`src/rtl/lif_pkg.sv`:
```
// Shared constants, typedefs and saturating arithmetic helpers for the LIF network.
package lif_pkg;

  localparam int DEF_W          = 8;
  localparam int DEF_WEIGHT_W   = 4;
  localparam int DEF_THRESHOLD  = 128;
  localparam int DEF_LEAK_SHIFT = 2;

  typedef logic [DEF_W-1:0]               membrane_t;
  typedef logic signed [DEF_WEIGHT_W-1:0] weight_t;

  function automatic logic [31:0] sat_add(input logic [31:0] a, input logic [31:0] b,
                                          input logic [31:0] maxVal);
    logic [32:0] s;
    s = {1'b0, a} + {1'b0, b};
    return (s > {1'b0, maxVal}) ? maxVal : s[31:0];
  endfunction

  function automatic logic [31:0] clamp_u(input int s, input int maxVal);
    if (s < 0)           return 32'd0;
    else if (s > maxVal) return maxVal;
    else                 return s;
  endfunction

endpackage

```
`src/rtl/lif_neuron_p.sv`:
```
// Single leaky integrate-and-fire neuron with saturating input and reset-to-zero on spike.
// Optional refractory counter enabled by LIF_NETWORK_REFRACTORY_EN.
module lif_neuron_p
  import lif_pkg::*;
#(
  parameter int W              = DEF_W,
  parameter int THRESHOLD      = DEF_THRESHOLD,
  parameter int LEAK_SHIFT     = DEF_LEAK_SHIFT,
  parameter int REFRACT_CYCLES = 2
) (
  input  logic         clk,
  input  logic         rst,
  input  logic         ena,
  input  logic [W-1:0] current_i,
  output logic         spike_o,
  output logic [W-1:0] state_o
);

  localparam logic [31:0] MaxV = 32'((64'd1 << W) - 64'd1);

  logic [W-1:0] state_q, state_d, leaked;
  logic         spike_q, spike_d;
  logic [31:0]  vWide;
  logic         unused_vHi;

  always_comb begin
    leaked  = state_q - (state_q >> LEAK_SHIFT);
    vWide   = sat_add(32'(leaked), 32'(current_i), MaxV);
    spike_d = (vWide >= 32'(THRESHOLD));
    state_d = spike_d ? '0 : vWide[W-1:0];
  end

  assign unused_vHi = |vWide[31:W];

`ifdef LIF_NETWORK_REFRACTORY_EN
  localparam int CW = (REFRACT_CYCLES > 0) ? $clog2(REFRACT_CYCLES + 1) : 1;
  logic [CW-1:0] refrCnt_q;

  // A nonzero counter clamps the neuron silent and drains once per enabled edge.
  always_ff @(posedge clk) begin
    if (rst) begin
      state_q   <= '0;
      spike_q   <= 1'b0;
      refrCnt_q <= '0;
    end else if (ena) begin
      if (refrCnt_q != '0) begin
        state_q   <= '0;
        spike_q   <= 1'b0;
        refrCnt_q <= refrCnt_q - 1'b1;
      end else begin
        state_q   <= state_d;
        spike_q   <= spike_d;
        refrCnt_q <= spike_d ? CW'(REFRACT_CYCLES) : '0;
      end
    end
  end
`else
  logic unused_refract;
  assign unused_refract = ^32'(REFRACT_CYCLES);

  always_ff @(posedge clk) begin
    if (rst) begin
      state_q <= '0;
      spike_q <= 1'b0;
    end else if (ena) begin
      state_q <= state_d;
      spike_q <= spike_d;
    end
  end
`endif

  assign spike_o = spike_q;
  assign state_o = state_q;

endmodule

```
`src/rtl/lif_network_p.sv`:
```
// N_IN-input LIF network: input neurons -> weighted clamped sum -> output neuron (3-stage pipeline).
// Refractory behaviour of all neurons selected by LIF_NETWORK_REFRACTORY_EN.
module lif_network_p
  import lif_pkg::*;
#(
  parameter int N_IN           = 8,
  parameter int W              = DEF_W,
  parameter int WEIGHT_W       = DEF_WEIGHT_W,
  parameter int THRESHOLD      = DEF_THRESHOLD,
  parameter int LEAK_SHIFT     = DEF_LEAK_SHIFT,
  parameter int REFRACT_CYCLES = 2
) (
  input  logic                       clk,
  input  logic                       rst,
  input  logic                       ena,
  input  logic [N_IN*W-1:0]          current,
  input  logic                       w_wr_en,
  input  logic [$clog2(N_IN)-1:0]    w_wr_addr,
  input  logic signed [WEIGHT_W-1:0] w_wr_data,
  output logic [N_IN-1:0]            l1_spikes,
  output logic [W-1:0]               sum_out,
  output logic                       spike_out,
  output logic [W-1:0]               state_out
);

  localparam int SW   = $clog2(N_IN) + WEIGHT_W + 1;
  localparam int MaxV = (1 << W) - 1;

  logic signed [WEIGHT_W-1:0] weight_q [N_IN];
  logic signed [SW-1:0]       sumS;
  logic [31:0]                sumClamp;
  logic [W-1:0]               sum_q, sum_d;
  logic [W-1:0]               unused_l1State [N_IN];
  logic                       unused_sumHi;

  for (genvar i = 0; i < N_IN; i++) begin : g_in
    lif_neuron_p #(
      .W(W), .THRESHOLD(THRESHOLD), .LEAK_SHIFT(LEAK_SHIFT), .REFRACT_CYCLES(REFRACT_CYCLES)
    ) u_neuron (
      .clk(clk), .rst(rst), .ena(ena),
      .current_i(current[i*W +: W]),
      .spike_o(l1_spikes[i]),
      .state_o(unused_l1State[i])
    );
  end

  // Weight writes ignore ena; reset restores the unit-weight network and drops any coincident write.
  always_ff @(posedge clk) begin
    if (rst) begin
      for (int i = 0; i < N_IN; i++) weight_q[i] <= WEIGHT_W'(1);
    end else if (w_wr_en && (32'(w_wr_addr) < 32'(N_IN))) begin
      weight_q[w_wr_addr] <= w_wr_data;
    end
  end

  always_comb begin
    sumS = '0;
    for (int i = 0; i < N_IN; i++) begin
      if (l1_spikes[i]) sumS = sumS + {{(SW-WEIGHT_W){weight_q[i][WEIGHT_W-1]}}, weight_q[i]};
    end
    sumClamp = clamp_u(int'(sumS), MaxV);
    sum_d    = sumClamp[W-1:0];
  end

  assign unused_sumHi = |sumClamp[31:W];

  always_ff @(posedge clk) begin
    if (rst)      sum_q <= '0;
    else if (ena) sum_q <= sum_d;
  end

  lif_neuron_p #(
    .W(W), .THRESHOLD(THRESHOLD), .LEAK_SHIFT(LEAK_SHIFT), .REFRACT_CYCLES(REFRACT_CYCLES)
  ) u_out (
    .clk(clk), .rst(rst), .ena(ena),
    .current_i(sum_q),
    .spike_o(spike_out),
    .state_o(state_out)
  );

  assign sum_out = sum_q;

endmodule

```
`config.mk`:
```
export PLATFORM = sky130hd
export DESIGN_NAME = lif_network_p
export DESIGN_NICKNAME = d
export VERILOG_FILES = /design/src/rtl/lif_pkg.sv /design/src/rtl/lif_neuron_p.sv /design/src/rtl/lif_network_p.sv
export SDC_FILE = /design/constraint.sdc
export NUM_CORES = 1
export LEC_CHECK = 0
export ABC_AREA = 1
export CELL_PAD_IN_SITES_DETAIL_PLACEMENT = 1
export CELL_PAD_IN_SITES_GLOBAL_PLACEMENT = 2
export CORE_UTILIZATION = 34
export DETAILED_ROUTE_END_ITERATION = 12
export GPL_ROUTABILITY_DRIVEN = 0
export PLACE_DENSITY = 0.88
export SLEW_MARGIN = 25
export SYNTH_ARGS = -nofsm -noshare
export SYNTH_HDL_FRONTEND = slang
export SYNTH_SLANG_ARGS = --single-unit
```
`constraint.sdc`:
```
create_clock -name clk -period 9.1 [get_ports clk]
set_input_delay 0.91 -clock clk [delete_from_list [all_inputs] [get_ports clk]]
set_output_delay 0.91 -clock clk [all_outputs]
set_load 0.02 [all_outputs]
```
* After elaboration in Yosys (flattened, before gate mapping)
Memories as Yosys holds them, arrays and structs flattened.
Index checks and enable logic that the tools add are counted.
** Cells by class
- Add/subtract/negate cells :: 25
- Magnitude comparators :: 20
- Muxes and demuxes :: 36
- Reductions and logical operators :: 1
** Operators with widths (number)
- $gt 33x8->1 const B :: 9
- $ge 32x8->1 const B :: 9
- $mux 32 :: 9
- $mux 8 :: 19
- $add 8x8->9 :: 9
- $sub 8x6->8 :: 9
- $add 8x8->8 :: 7
- $gt 8x9->1 const B :: 1
- $lt 8x1->1 const B :: 1
- $mux 1 :: 6
- $mux 4 :: 1
- $reduce_or 4->1 :: 1
- $mux 3 :: 1
** Storage, ports and cells
- Register bits :: 89
- Memory bits (writable) :: 32
- Input port bits :: 75
- Output and inout port bits :: 25
- Logic and storage cells :: 102
- Memories kept :: 1
** Memory list
- weight_q :: depth 8, width 4, read ports 8, clocked after memory_dff 0, write ports 8, line lif_network_p.sv:29 : logic signed [WEIGHT_W-1:0] weight_q [N_IN];

* Longest topological paths before layout
An unclocked memory read counts as a cell.
- Depth in word-level cells :: 19
- Mapped depth :: 60
- Depth with buffers taken out :: 60

* By module
A second synthesis with hierarchy kept.
** Second synthesis, totals
- Cells, all modules :: 2128
- Area, all modules :: 13857.0 sq um
** Modules (own cells, without submodules)
- lif_neuron_p (g_in[0].u_neuron ...) :: times used 7, cells each 165, area each 1052.3 sq um
- lif_network_p :: times used 1, cells each 659, area each 4429.2 sq um
- lif_neuron_p (u_out) :: times used 1, cells each 157, area each 1036.0 sq um
- lif_neuron_p (g_in[7].u_neuron) :: times used 1, cells each 157, area each 1026.0 sq um

* Worst setup path before layout
Ideal clock, no wire load.
- Path kind :: register to register
- Start point :: mem weight_q[0][2] (netlist name)
- End point :: reg sum_q[1], in the netlist sum_out[1]
- Arrival time :: 7.026 ns
- Data required time :: 8.980 ns
- Path slack :: 1.954 ns
- Stages on the path, launching flop included :: 50
- Path buffers :: 0
- Clock period less this slack :: 7.146 ns
- Cells stage by stage :: edfxtp_1 -> nand2_1 -> inv_1 -> ha_1 -> nand3_1 -> and2_1 -> fa_1 -> nand2_1 -> nand2_1 -> inv_1 -> ha_1 -> inv_1 -> nand4_1 -> nand3_1 -> nand2_1 -> ha_1 -> a21oi_1 -> nand2_1 -> (+14 left out) -> ha_1 -> nand2_1 -> nand2_1 -> xor2_1 -> nand2_1 -> and2_1 -> ha_1 -> a21oi_1 -> o21a_1 -> nand2_1 -> a21oi_1 -> o21ai_0 -> xor2_1 -> inv_1 -> nand2_2 -> nand2_4 -> nand2_4 -> o21bai_2
** RTL lines
- from (decl) :: line lif_network_p.sv:29
- to (signal assigned) :: line lif_network_p.sv:69 : else if (ena) sum_q <= sum_d;
- to (decl) :: line lif_network_p.sv:32 : logic [W-1:0] sum_q, sum_d;

* Final worst setup path
- Start point :: reg g_in[0].u_neuron.spike_q
- End point :: reg sum_q[6], in the netlist sum_out[6]
** On the way
- Cells in the longest elaborated chain, start to end :: 18
- Elaborated cells on any way between the ends :: 19
- Classes of those cells :: add/sub: 7; order compare: 2; mux: 10
** RTL lines
- from (decl) :: line lif_neuron_p.sv:22 : logic spike_q, spike_d;
- from (signal assigned) :: line lif_neuron_p.sv:67 : spike_q <= spike_d;
- $mux 8 (*) :: line lif_network_p.sv:59 : if (l1_spikes[i]) sumS = sumS + {{(SW-WEIGHT_W){weight_q[i][WEIGHT_W-1]}}, weight_q[i]};
- $add 8x8->8 :: line lif_network_p.sv:59
- $mux 8 (*) :: line lif_network_p.sv:59
- $add 8x8->8 :: line lif_network_p.sv:59
- $mux 8 (*) :: line lif_network_p.sv:59
- $add 8x8->8 :: line lif_network_p.sv:59
- $mux 8 (*) :: line lif_network_p.sv:59
- $add 8x8->8 :: line lif_network_p.sv:59
- (+2 left out)
- $mux 8 (*) :: line lif_network_p.sv:59
- $add 8x8->8 :: line lif_network_p.sv:59
- $mux 8 (*) :: line lif_network_p.sv:59
- $add 8x8->8 :: line lif_network_p.sv:59
- $mux 8 (*) :: line lif_network_p.sv:59
- $gt 8x9->1 :: line lif_pkg.sv:21 : else if (s > maxVal) return maxVal;
- $mux 8 :: line lif_pkg.sv:21
- $mux 8 (*) :: line lif_pkg.sv:20 : if (s < 0) return 32'd0;
Mark *: on every way between the ends. The rest lies on a longest branch, timed or not.
A chain may end at the register's enable or synchronous reset.

==> metrics <==
antenna violations before repair 2; Std-Cell Core Area 0.03548 mm2; commonest register cell after synthesis sky130_fd_sc_hd__dfxtp_1; die height 191.5 um; Post-synth EDFFs 32; Area Growth Syn to Fin 16.70%; drt first pass iters 4; area used by multi-input combinational logic 0.008018 mm2; GR Util met2 35.27%; number of vias after detailed routing ~12000; relative contribution of sequential cells to total power 13.3%; starting density of the core between 30% and 40%; post-synthesis sequential area ratio 22.46%; yosys synthesis warning count 0; clock network fraction of total power around 12%; final critical path time including I/O delays and setup 7913 ps; unrepaired setup endpoints after global routing false; critical path data required time about 9500 ps; setup slack of the most critical reg-to-reg path 1190 ps; number of instances in the synthesized netlist 1744; IO Pins 100; average vias per placed instance approximately 5; total CTS buffers 17; met3 Track Usage GR 2.075%; net switching power 2.861 mW; largest clock skew in the final design around 11 ps; cts repair resizes 0; sequential cell area 0.002743 mm2; share of post-route cells with drive strength above 1 3.728%; die outline width 191.5 um; cell area after synthesis 0.01221 mm2; category of the worst setup path launch point register; most numerous cell types in the synthesized netlist 342 x sky130_fd_sc_hd__inv_1, 338 x sky130_fd_sc_hd__nand2_1, 173 x sky130_fd_sc_hd__ha_1, 143 x sky130_fd_sc_hd__a21oi_1, 134 x sky130_fd_sc_hd__nand3_1; Total Routing Usage GR 19.81%; switching fraction of total power between 50% and 60%; CTS Root Buffer Type sky130_fd_sc_hd__clkbuf_16; Avg Cell Area, Syn 7.002 um2; most instantiated library cell after synthesis sky130_fd_sc_hd__inv_1; nets between 2000 and 2500; worst slew slack as a fraction of its limit between 60 and 70%; Starting DRT DRC Count 372; Max Clock Freq 126.4 MHz; Data arrival, critical path slightly above 8000 ps; DRC viols 0; final clock period utilization by the worst path 86.96%; element type at the critical path end register; VDD IR max 0.1398 mV; hold crit path type register to register; maximum level of the CTS H-tree 4; hpwl dp 28.18 mm; portion of synthesized cell area occupied by the leading cell type 17.73%; worst skew pair latency 420 ps; Syn Nets 2018; combinational share of power between 70% and 80%; largest cells by area after synthesis sky130_fd_sc_hd__ha_1 18%, sky130_fd_sc_hd__dfxtp_1 15%, sky130_fd_sc_hd__inv_1 11%; count of state elements after synthesis 121; cell area after layout about 0.014 mm2; first-pass GRT wire length 58.90 mm; clock tree sinks 121; setup repair bufs after CTS 0; Buffers on Ports a little under 100; vias in the first global route 12250; Die Footprint 0.03668 mm2; CTS tree yes; worst-path fanout max 7; cell area power density 385.6 mW/mm2; Synth area leader sky130_fd_sc_hd__ha_1; post-detailed-route wirelength per cell 15.07 um; final cell count without fillers 2312; master of the slowest instance on the critical path sky130_fd_sc_hd__dfxtp_1; final slew viol count 0; internal power summed over all cells roughly 2.6 mW; reported leakage power 6.910 nW; synth unique cells 42; fill cell total of the finished layout 4496; count of hold buffers inserted by post-cts repair 0; clock tree buffer depth 2; setup-violating endpoint count in the final report 0; endpoints failing hold 0; Total Wirelength about 35 mm; Most common cell on crit path sky130_fd_sc_hd__nand2_1; met1 track demand over resource in global routing 25.41%; global-route layer with the greatest usage met2; clock-pin slew of the registers on the worst-case setup and hold paths around 60 ps; post-synthesis async set-or-reset flop share 0%; remaining antenna violation count 0; cell row count 69; maxcap violations 0; GRT Residual Overflow 0; path type of the worst setup path register to register; fin util roughly two fifths; Fin Setup TNS 0 ps; largest net degree at the start of global routing 33; maximum single-stage delay on the critical path 450 ps; Worst-Margin Slew 581.2 ps; outcome finished, final reports clean; placed standard-cell area 0.01368 mm2; diodes inserted 0; placed cell count ~2300
## registers in the layout, summed over array words and instances (netlist names)
| name | cells |
|---|---|
| g_in.u_neuron.state_o | 64 |
| u_out.spike_o | 1 |
| sum_out | 8 |
| weight_q | 32 |
| g_in.u_neuron.spike_o | 8 |
| u_out.state_o | 8 |
## placed cells by master, fill, tap and decap left out, types with 10 or more instances in the layout
| cell type | netlist | final |
|---|---|---|
| sky130_fd_sc_hd__a211oi_1 | 10 | 10 |
| sky130_fd_sc_hd__a21oi_1 | 143 | 143 |
| sky130_fd_sc_hd__and2_1 | 11 | 11 |
| sky130_fd_sc_hd__clkbuf_16 | 0 | 18 |
| sky130_fd_sc_hd__clkdlybuf4s50_1 | 0 | 99 |
| sky130_fd_sc_hd__dfxtp_1 | 89 | 89 |
| sky130_fd_sc_hd__edfxtp_1 | 32 | 32 |
| sky130_fd_sc_hd__fa_1 | 26 | 26 |
| sky130_fd_sc_hd__ha_1 | 173 | 173 |
| sky130_fd_sc_hd__inv_1 | 342 | 341 |
| sky130_fd_sc_hd__nand2_1 | 338 | 338 |
| sky130_fd_sc_hd__nand3_1 | 134 | 134 |
| sky130_fd_sc_hd__nand4_1 | 17 | 17 |
| sky130_fd_sc_hd__nor2_1 | 103 | 101 |
| sky130_fd_sc_hd__o211ai_1 | 12 | 12 |
| sky130_fd_sc_hd__o21ai_0 | 75 | 75 |
| sky130_fd_sc_hd__o22ai_1 | 30 | 30 |
| sky130_fd_sc_hd__o31ai_1 | 17 | 17 |
| sky130_fd_sc_hd__or2_2 | 17 | 17 |
| sky130_fd_sc_hd__xnor2_1 | 36 | 36 |
| sky130_fd_sc_hd__xor2_1 | 37 | 37 |
## per-layer routing
| metal | part of all wire, % | wire, um |
|---|---|---|
| met5 | 0.072 | 25 |
| met4 | 1.4 | 478 |
| met3 | 2.3 | 795 |
| met2 | 48 | 16890 |
| met1 | 48 | 16650 |
## layout make-up
type | instances | area share, %
Clock buffer | 25 | 3.556
Clock inverter | 7 | 0.4565
Inverter | 348 | 9.166
Multi-Input combinational cell | 1245 | 56.26
Sequential cell | 121 | 19.24
Tap cell | 461 | 4.047
Timing Repair Buffer | 105 | 7.269
## path summary, 6_finish.rpt
check | startpoint | endpoint | depth (start not counted)
min | g_in[6].u_neuron.state_o[7]$_SDFFE_PP0P_ | g_in[6].u_neuron.state_o[7]$_SDFFE_PP0P_ | 2
max | g_in[0].u_neuron.spike_o$_SDFFE_PP0P_ | sum_out[6]$_SDFFE_PP0P_ | 51
min reg2reg | g_in[6].u_neuron.state_o[7]$_SDFFE_PP0P_ | g_in[6].u_neuron.state_o[7]$_SDFFE_PP0P_ | 2
max reg2reg | g_in[0].u_neuron.spike_o$_SDFFE_PP0P_ | sum_out[6]$_SDFFE_PP0P_ | 51
## metrics by stage
stage               setup WS, ps  total power, mW  hold slack, ps
finish                      1187            5.495           473.2
global route               212.6            6.168           492.0
CTS                         1157            5.540           475.7
detailed placement          1207            4.836           468.4
global placement            1402            4.712           455.5
floorplan                   1954            3.846           445.7
## critical path: cells and delay by family, from the launching register on
| family | cells | cell delay (ps) |
|---|---|---|
| buffers and inverters | 5 | 330 |
| AOI/OAI and AO/OA | 10 | 1450 |
| and+or+nand+nor | 25 | 2700 |
| adders and majority gates | 8 | 2410 |
| DFF | 1 | 450 |
| xor gates and xnor gates | 3 | 520 |
## power groups by stage
stage / combinational [mW] / clock (mW) / sequential, mW
after floorplan: 3.13 / 0 / 0.718
after global placement: 3.97 / 0 / 0.740
after detailed placement: 4.09 / 0 / 0.743
after CTS: 4.13 / 0.678 / 0.732
after global routing: 4.72 / 0.700 / 0.744
final: 4.10 / 0.663 / 0.731
## kinds of logic after synthesis
group | after synthesis | synth area share (%)
simple gates | 649 | 22.99
compound gates | 324 | 15.40
xor+xnor | 73 | 5.236
fa+ha+maj | 199 | 21.99
buf+inv | 378 | 11.93
flops | 121 | 22.46
Note: power is estimated with default switching activity, not from simulation.
==> RTL change, RTL diff (config.mk and constraints unchanged) <==
Add a define of `LIF_NETWORK_REFRACTORY_EN`.
--- a/src/rtl/lif_neuron_p.sv
+++ b/src/rtl/lif_neuron_p.sv
@@ -1,5 +1,7 @@
 // Single leaky integrate-and-fire neuron with saturating input and reset-to-zero on spike.
 // Optional refractory counter enabled by LIF_NETWORK_REFRACTORY_EN.
+`define LIF_NETWORK_REFRACTORY_EN
+
 module lif_neuron_p
   import lif_pkg::*;
 #(
Check against the original RTL: not equivalent (a bounded check fails within 4 cycles, from zero or initial values and one cycle with rst high).
==> RTL change against the original RTL <==
  * Synthesized area is 5.9% higher
  * Power shrank 4.9%
  * Clock skew shrank 0.0046 ns
  * Highest routed layer is now met4
  * Largest power group unchanged
  * Final area up 5.5%
  * Sequential cell count increased by 18
  * Routed wire length increased by 3.5%
  * Setup slack worse by 0.18 ns
  * Critical path depth rose by 7
  * Sequential power increased by 12%
  * Global-route usage decreased by 0.65 points
==> RTL change: results (changes against the original RTL) <==
| Item | Value | Unit | Change |
|---|---|---|---|
| Slew Limit Headroom | 40.7 | % | -20 points |
| Total of plain and repair buffers excluding clock buffers | 101 | - | -3.8% |
| Relative area of clock buffers and inverters in the final design | 4.04 | % | +0.024 points |
| Fill cell count | 4,734 | - | +5.3% |
| Non-clock buffering overhead in the final layout | 6.66 | % | -0.61 points |
| Antenna violations before repair | 1 | - | -1 |
| Number of logic inverters in the finished layout | 349 | - | +0.29% |
| Post-Syn Nets | 2,104 | - | +4.3% |
| Number of cells traversed by the worst register-to-register path | 58 | - | +14% |
| Worst path slowest cell | sky130_fd_sc_hd__fa_1 | - |  |
| Number of placed cells counting well taps | 2,411 | - | +5.7% |
| Count of sequential standard cells | 139 | - | +15% |
| Number of diodes | 1 | - | +1 |
| Global-route wire length before repair | 60.7 | mm | +3.1% |
| Fraction of standard cell area in multi-input logic | 55.7 | % | -0.58 points |
| Number of violations reported at the end of detailed-routing iteration 0 | 417 | - | +12% |
| Static Leakage | 7.36 | nW | +6.5% |
| Slack of the worst reg-to-reg path | 1.01 | ns | -0.18 ns |
| Average wire per cell in the routed design | 14.8 | µm | -2.1% |
| Result of the run | completed | - |  |
| Area contributors post-synth | sky130_fd_sc_hd__ha_1, sky130_fd_sc_hd__dfxtp_1, sky130_fd_sc_hd__nand2_1 | - |  |
| Top Layer Used | met4 | - |  |
| Number of clock buffers in the layout | 18 | - | -28% |
| Pin count of the biggest net entering global routing | 51 | - | +55% |
| Fin Clk Skew | 0.00693 | ns | -0.00455 ns |
| Highest cell delay on the worst timing path | 0.48 | ns | +0.03 ns |
| Sequential standard cell area | 3100 | µm² | +13% |
| Post-detailed-routing wire length | 36.1 | mm | +3.5% |
| Fraction of layout instances using a drive strength above 1 | 4.66 | % | +0.93 points |
| Multi-input comb cells | 1,311 | - | +5.3% |
[RTL change: cells by family (layout without fill, tap and decap cells)]
group / after synthesis / after routing / share of synthesized area, %
AND/OR/NAND/NOR: 678 / 678 / 22.4
buffers and inverters: 380 / 482 / 11.4
AO/OA/AOI/OAI: 347 / 347 / 15.6
adder cells (fa/ha/maj): 199 / 199 / 20.8
flip-flops: 139 / 139 / 24.0
XOR/XNOR: 87 / 87 / 5.89
other: 0 / 1 / 0
[RTL change: power by group]
group	switching, mW	internal, mW
sequential	0.0930	0.725
combinational	2.27	1.41
clock	0.299	0.426
total	2.66	2.56
[RTL change: worst reg2reg max path: cells and delay by family, from the launching register on]
kind / cells / cell delay (ns)
AOI/OAI and AO/OA: 4 / 0.61
xor gates and xnor gates: 4 / 0.64
adders and majority gates: 8 / 2.78
buffers and inverters: 10 / 0.58
DFF: 1 / 0.39
and+or+nand+nor: 32 / 3.05
[RTL change: how the worst min path moves through the flow]
stage	endpoint	slack, ns	cells after the start	from
after floorplan	g_in[0].u_neuron.refrCnt_q[0]	0.44	1	g_in[0].u_neuron.refrCnt_q[0]
after global placement	g_in[3].u_neuron.refrCnt_q[0]	0.45	1	g_in[3].u_neuron.refrCnt_q[0]
after detailed placement	g_in[6].u_neuron.refrCnt_q[0]	0.46	1	g_in[6].u_neuron.refrCnt_q[0]
after CTS	g_in[6].u_neuron.refrCnt_q[0]	0.47	1	g_in[6].u_neuron.refrCnt_q[0]
after global routing	g_in[0].u_neuron.refrCnt_q[0]	0.49	1	g_in[0].u_neuron.refrCnt_q[0]
final	g_in[0].u_neuron.refrCnt_q[0]	0.47	1	g_in[0].u_neuron.refrCnt_q[0]
